**src/rtl/viterbi_frame_ctrl.sv**
```systemverilog
// -----------------------------------------------------------------------------
// viterbi_frame_ctrl
//   Frame sequencer for a K=3, rate-1/2 Viterbi datapath (BMU -> ACS -> TBU).
//   One frame:
//     IDLE -> INIT  : one-cycle path-metric clear pulse to the datapath
//          -> DATA  : FRAME_LEN channel symbols forwarded, one per accept
//          -> TAIL  : TAIL_LEN zero symbols (encoder termination)
//          -> FLUSH : TBL+1 zero symbols so the traceback, which only moves
//                     on dp_valid_o, pushes out the last decoded bits
//          -> DRAIN : wait for the remaining decoded bits
//          -> DONE  : one-cycle done pulse, counters cleared -> IDLE
//   Exactly FRAME_LEN decoded bits are forwarded per frame; extra TBU outputs
//   (tail/flush decisions) are dropped.
//
//   Optional feature macro: VITERBI_CTRL_ABORT_EN
//     Adds abort_i. abort_i in any non-IDLE state returns to IDLE on the next
//     cycle with all outputs low and no done pulse.
//
// Ports
//   clk, rst         clock, synchronous active-high reset
//   start_i          frame start request, only looked at in IDLE
//   sym_i[1:0]       received symbol pair {g1,g0}
//   sym_valid_i      sym_i valid
//   sym_ready_o      controller takes sym_i this cycle
//   dp_pm_init_o     one-cycle path-metric clear pulse
//   dp_sym_o[1:0]    symbol to the BMU
//   dp_valid_o       datapath advance strobe
//   dp_bit_i         decoded bit from the TBU
//   dp_bit_valid_i   dp_bit_i valid
//   bit_o            decoded output bit
//   bit_valid_o      bit_o valid
//   busy_o           high in every state except IDLE
//   done_o           one-cycle pulse at frame completion
//   abort_i          (VITERBI_CTRL_ABORT_EN only) frame abort
//
// Handshake: a symbol is transferred on a rising edge where both sym_valid_i
// and sym_ready_o are high. sym_ready_o is registered and does not depend on
// sym_valid_i; the source must hold sym_i stable while sym_valid_i is high and
// sym_ready_o is low.
// -----------------------------------------------------------------------------
module viterbi_frame_ctrl #(
   parameter int FRAME_LEN = 64,
   parameter int TAIL_LEN  = 2,
   parameter int TBL       = 15,
   parameter int CNT_W     = 8
) (
   input  logic       clk,
   input  logic       rst,
   input  logic       start_i,
`ifdef VITERBI_CTRL_ABORT_EN
   input  logic       abort_i,
`endif
   input  logic [1:0] sym_i,
   input  logic       sym_valid_i,
   output logic       sym_ready_o,
   output logic       dp_pm_init_o,
   output logic [1:0] dp_sym_o,
   output logic       dp_valid_o,
   input  logic       dp_bit_i,
   input  logic       dp_bit_valid_i,
   output logic       bit_o,
   output logic       bit_valid_o,
   output logic       busy_o,
   output logic       done_o
);

   typedef enum logic [2:0] {
      IDLE  = 3'd0,
      INIT  = 3'd1,
      DATA  = 3'd2,
      TAIL  = 3'd3,
      FLUSH = 3'd4,
      DRAIN = 3'd5,
      DONE  = 3'd6
   } state_t;

   localparam logic [CNT_W-1:0] FRAME_LEN_C  = CNT_W'(FRAME_LEN);
   localparam logic [CNT_W-1:0] TAIL_LAST_C  = CNT_W'(TAIL_LEN - 1);
   localparam logic [CNT_W-1:0] FLUSH_LAST_C = CNT_W'(TBL);
   localparam logic [CNT_W-1:0] ONE_C        = CNT_W'(1);

   state_t           state_q, state_d;
   logic [CNT_W-1:0] in_cnt_q, in_cnt_d;     // symbols accepted this frame
   logic [CNT_W-1:0] ph_cnt_q, ph_cnt_d;     // cycles spent in TAIL / FLUSH
   logic [CNT_W-1:0] out_cnt_q, out_cnt_d;   // decoded bits forwarded

   logic       sym_ready_q, sym_ready_d;
   logic       pm_init_q, pm_init_d;
   logic [1:0] dp_sym_q, dp_sym_d;
   logic       dp_valid_q, dp_valid_d;
   logic       bit_q, bit_d;
   logic       bit_valid_q, bit_valid_d;
   logic       busy_q, busy_d;
   logic       done_q, done_d;

   logic accept;
   logic in_frame;
   logic fwd;
   logic abort_w;

`ifdef VITERBI_CTRL_ABORT_EN
   assign abort_w = abort_i & (state_q != IDLE);
`else
   assign abort_w = 1'b0;
`endif

   // sym_ready_q is only ever high in DATA, so it also qualifies the state.
   assign accept   = sym_valid_i & sym_ready_q;
   assign in_frame = (state_q == DATA) || (state_q == TAIL) ||
                     (state_q == FLUSH) || (state_q == DRAIN);
   assign fwd      = dp_bit_valid_i & in_frame & (out_cnt_q < FRAME_LEN_C);

   always_comb begin
      state_d     = state_q;
      in_cnt_d    = in_cnt_q;
      ph_cnt_d    = ph_cnt_q;
      out_cnt_d   = out_cnt_q;
      sym_ready_d = 1'b0;
      pm_init_d   = 1'b0;
      dp_sym_d    = 2'b00;
      dp_valid_d  = 1'b0;
      bit_d       = 1'b0;
      bit_valid_d = 1'b0;
      done_d      = 1'b0;

      // Output path runs alongside the sequencer; bits beyond FRAME_LEN are
      // tail/flush decisions and are dropped.
      if (fwd) begin
         out_cnt_d   = out_cnt_q + ONE_C;
         bit_valid_d = 1'b1;
         bit_d       = dp_bit_i;
      end

      case (state_q)
         IDLE: begin
            if (start_i) begin
               state_d   = INIT;
               pm_init_d = 1'b1;
            end
         end
         INIT: begin
            state_d     = DATA;
            sym_ready_d = 1'b1;
         end
         DATA: begin
            sym_ready_d = 1'b1;
            if (accept) begin
               dp_sym_d   = sym_i;
               dp_valid_d = 1'b1;
               in_cnt_d   = in_cnt_q + ONE_C;
               // Ready drops together with the last accept so the cycle in
               // which the count reaches FRAME_LEN already shows ready low.
               if (in_cnt_q + ONE_C == FRAME_LEN_C) begin
                  sym_ready_d = 1'b0;
                  state_d     = TAIL;
                  ph_cnt_d    = '0;
               end
            end
         end
         TAIL: begin
            dp_valid_d = 1'b1;
            if (ph_cnt_q == TAIL_LAST_C) begin
               state_d  = FLUSH;
               ph_cnt_d = '0;
            end else begin
               ph_cnt_d = ph_cnt_q + ONE_C;
            end
         end
         FLUSH: begin
            dp_valid_d = 1'b1;
            if (ph_cnt_q == FLUSH_LAST_C) begin
               ph_cnt_d = '0;
               if (out_cnt_q == FRAME_LEN_C) begin
                  state_d = DONE;
                  done_d  = 1'b1;
               end else begin
                  state_d = DRAIN;
               end
            end else begin
               ph_cnt_d = ph_cnt_q + ONE_C;
            end
         end
         DRAIN: begin
            if (out_cnt_q == FRAME_LEN_C) begin
               state_d = DONE;
               done_d  = 1'b1;
            end
         end
         DONE: begin
            state_d   = IDLE;
            in_cnt_d  = '0;
            ph_cnt_d  = '0;
            out_cnt_d = '0;
         end
         default: begin
            state_d = IDLE;
         end
      endcase

      if (abort_w) begin
         state_d     = IDLE;
         in_cnt_d    = '0;
         ph_cnt_d    = '0;
         out_cnt_d   = '0;
         sym_ready_d = 1'b0;
         pm_init_d   = 1'b0;
         dp_sym_d    = 2'b00;
         dp_valid_d  = 1'b0;
         bit_d       = 1'b0;
         bit_valid_d = 1'b0;
         done_d      = 1'b0;
      end

      busy_d = (state_d != IDLE);
   end

   always_ff @(posedge clk) begin
      if (rst) begin
         state_q     <= IDLE;
         in_cnt_q    <= '0;
         ph_cnt_q    <= '0;
         out_cnt_q   <= '0;
         sym_ready_q <= 1'b0;
         pm_init_q   <= 1'b0;
         dp_sym_q    <= 2'b00;
         dp_valid_q  <= 1'b0;
         bit_q       <= 1'b0;
         bit_valid_q <= 1'b0;
         busy_q      <= 1'b0;
         done_q      <= 1'b0;
      end else begin
         state_q     <= state_d;
         in_cnt_q    <= in_cnt_d;
         ph_cnt_q    <= ph_cnt_d;
         out_cnt_q   <= out_cnt_d;
         sym_ready_q <= sym_ready_d;
         pm_init_q   <= pm_init_d;
         dp_sym_q    <= dp_sym_d;
         dp_valid_q  <= dp_valid_d;
         bit_q       <= bit_d;
         bit_valid_q <= bit_valid_d;
         busy_q      <= busy_d;
         done_q      <= done_d;
      end
   end

   assign sym_ready_o  = sym_ready_q;
   assign dp_pm_init_o = pm_init_q;
   assign dp_sym_o     = dp_sym_q;
   assign dp_valid_o   = dp_valid_q;
   assign bit_o        = bit_q;
   assign bit_valid_o  = bit_valid_q;
   assign busy_o       = busy_q;
   assign done_o       = done_q;

endmodule

```
**config.mk**
```make
export PLATFORM = sky130hd
export DESIGN_NAME = viterbi_frame_ctrl
export DESIGN_NICKNAME = d
export VERILOG_FILES = /design/src/rtl/viterbi_frame_ctrl.sv
export SDC_FILE = /design/constraint.sdc
export NUM_CORES = 1
export LEC_CHECK = 0
export ABC_AREA = 1
export BUFFER_PORTS_ARGS = -buffer_cell sky130_fd_sc_hd__buf_2
export CORE_UTILIZATION = 58
export CTS_CLUSTER_DIAMETER = 150
export DETAILED_ROUTE_END_ITERATION = 7
export PLACE_DENSITY = 0.78
export SYNTH_ARGS = -nofsm -noshare
export SYNTH_HDL_FRONTEND = slang
export SYNTH_SLANG_ARGS = --single-unit
```
**constraint.sdc**
```tcl
create_clock -name clk -period 1.79 [get_ports clk]
set_input_delay 0.179 -clock clk [delete_from_list [all_inputs] [get_ports clk]]
set_output_delay 0.179 -clock clk [all_outputs]
set_load 0.03 [all_outputs]
```
==> impl_metrics.ini <==
[status]
status = completed

[timing]
setup_viol = 0
relSlewSlack = 0.757
rsz0062_at_grt = no
period_needed_ns = 1.61
fin_skew_ns = 0.0101
tightestPinTransition_ns = 0.363
hold_violations = 0
min_period_over_period = 0.897
timing.fmax_mhz = 623
slew_viol_final = 0
setup_tns_ns = 0

[routing]
via_count = 1615
drtPass1Iterations = 5
drcViolationCount = 0
via_per_inst = 5.00
drtIter0Drc = 88
wirelength_mm = 3.49
wl_per_cell_um = 10.8
drtAntennaViolNets = 0

[logic_synthesis]
ys_warn_count = 0
async_flop_share = 0
synth_nets = 267
synth_cells = 254
synth_most_common_cell = nand2_1
yosysTopAreaCell = dfxtp_1
synthSimpleGateAreaFrac = 0.309
postSynthAreaPerCell_um2 = 7.40
ys_top_cells_by_count = nand2_1, dfxtp_1, inv_1
synth_top_area_frac = 0.383
seq_area_frac_synth = 0.383
synthXorXnorAreaFrac = 0.0279
synth-compound-area-share = 0.156
synth.distinct_cells = 32
synth_area_mm2 = 0.00188
ys.flop_type = dfxtp_1
synth_fa_ha_area_frac = 0.0333
synth.area.mux_share = 0
ys_ff_latch = 36
synthTopCellsByArea = dfxtp_1, nand2_1, inv_1, a21oi_1, nor2_1
synth_top_family_by_area = simple AND/OR/NAND/NOR gates
synth_edf_count = 0

[pwr]
p_per_area_mw_per_mm2 = 676
leakagePower_nw = 0.865
peakVddDrop_mv = 0.538

[cts]
cts_setup_buffers = 0
clock_sinks = 36
insertion_delay_ns = 0.33
cts_root_buf = clkbuf_4
htreeDepth = 2
cts_tree = done
holdBufCountCts = 0
cts.path.max_buffers = 2
cts_made_buffers = 5
clk_pin_slew_worst_paths_ns = 0.10

[die]
start_util = 0.616
core_area_mm2 = 0.00305
dieArea_mm2 = 0.00347
die_h_um = 58.9
die_w_um = 58.9
io_pins = 17
row_count = 20

[final_layout]
final_util = 0.691
layout-drive-gt1-share = 0.229
area_delta_synth_final_pct = 12.2
final_nets = 291
antenna_cells = 0

[grt]
grt_util_all_layers = 0.231
overflow = 0
grt_pass1_wl_mm = 6.16
grt_max_degree = 13
grt_antenna_before_repair = 0
grt_pass1_vias = 1493

[job]
maxCapViolations = 0

[place]
globalplace.congestion = 0.936
dp_hpwl_mm = 2.63
numPortBuffers = 16

[worst_setup_path]
crit_path_max_fanout = 8
start_kind = flop
crit_type = reg2reg
cp-end-kind = flop
crit_required_ns = 2.00
cp.arrival_ns = 1.82

[hold_path]
worstHoldPathType = in2reg
-- logic make-up after synthesis --
logic type | count (synthesis)
flops | 36
buf+inv | 43
compound gates | 47
xor+xnor | 6
simple gates | 117
fa+ha+maj | 5
-- final timing paths --
check / cells past startpoint / end / slack [ns] / startpoint
setup / recovery: 10 / ph_cnt_q[7] / 0.18 / in_cnt_q[0]
hold / removal: 3 / dp_sym_o[0] / 0.06 / sym_i[0]
setup reg to reg: 10 / ph_cnt_q[7] / 0.18 / in_cnt_q[0]
hold reg to reg: 1 / in_cnt_q[0] / 0.47 / in_cnt_q[0]
-- per-stage QoR --
stage | worst slack, ns | hold slack, ns | cells | cell area [um^2] | power [mW]
after global routing | 0.0429 | 0.0577 | 323 | 2110 | 1.49
final | 0.184 | 0.0598 | 323 | 2110 | 1.43
after global placement | 0.170 | 0.398 | 315 | 2030 | 0.998
after CTS | 0.0756 | 0.0470 | 323 | 2090 | 1.45
after floorplan | 0.282 | 0.243 | 254 | 1880 | 0.958
after detailed placement | 0.116 | 0.400 | 315 | 2030 | 1.00
-- cell usage in the layout (no fill, tap or decap), types with 5 or more instances in the layout --
| master | instances |
|---|---|
| a21oi_1 | 22 |
| buf_2 | 16 |
| clkbuf_4 | 5 |
| dfxtp_1 | 34 |
| inv_1 | 31 |
| inv_2 | 8 |
| nand2_1 | 48 |
| nand2_2 | 5 |
| nand3_1 | 14 |
| nor2_1 | 25 |
| nor2_4 | 5 |
| o21ai_0 | 9 |
| xor2_1 | 6 |
-- critical path, cell delays in order (launching register included) --
cell and delay, ns:
dfxtp_4 0.38, ha_2 0.20, nand3_2 0.10, o21bai_1 0.19, nand2_1 0.08, nor2_2 0.11, nand3_2 0.09, nand2_2 0.09
nand3_4 0.11, nand2_1 0.09, a21oi_1 0.05
-- repair_timing --
item	CTS	global route
setup endpoints to repair	0	10
endpoints found under the hold margin	0	0
gates resized for setup	0	8
-- layer usage --
metal  track usage  vias to the layer above  wire length [um]
li1              -                      868                 -
met1         0.308                      714              1760
met2         0.369                       28              1580
met3        0.0484                        5               123
met4        0.0850                        0                33
met5             0                        -                 0
-- power breakdown --
part	total (mW)	internal [mW]	switching, mW
Sequential	0.831	0.818	0.0137
Clock	0.441	0.194	0.248
Combinational	0.154	0.0494	0.105
Total	1.43	1.06	0.366
-- layout make-up --
cell class	instances	area, um^2
Tap cell	44	55.1
Inverter	40	151
Fill cell	291	942
Timing Repair Buffer	20	110
Clock buffer	8	58.8
Sequential cell	36	726
Multi-Input combinational cell	175	1010
-- state kept, by name (all words and copies together) (netlist names) --
signal and cells:
ph_cnt_q 8, busy_o 1, dp_valid_o 1, bit_o 1
dp_sym_o 2, in_cnt_q 8, dp_pm_init_o 1, state_q 3
bit_valid_o 1, sym_ready_o 1, done_o 1, out_cnt_q 8
Note: power is estimated with default switching activity, not from simulation.
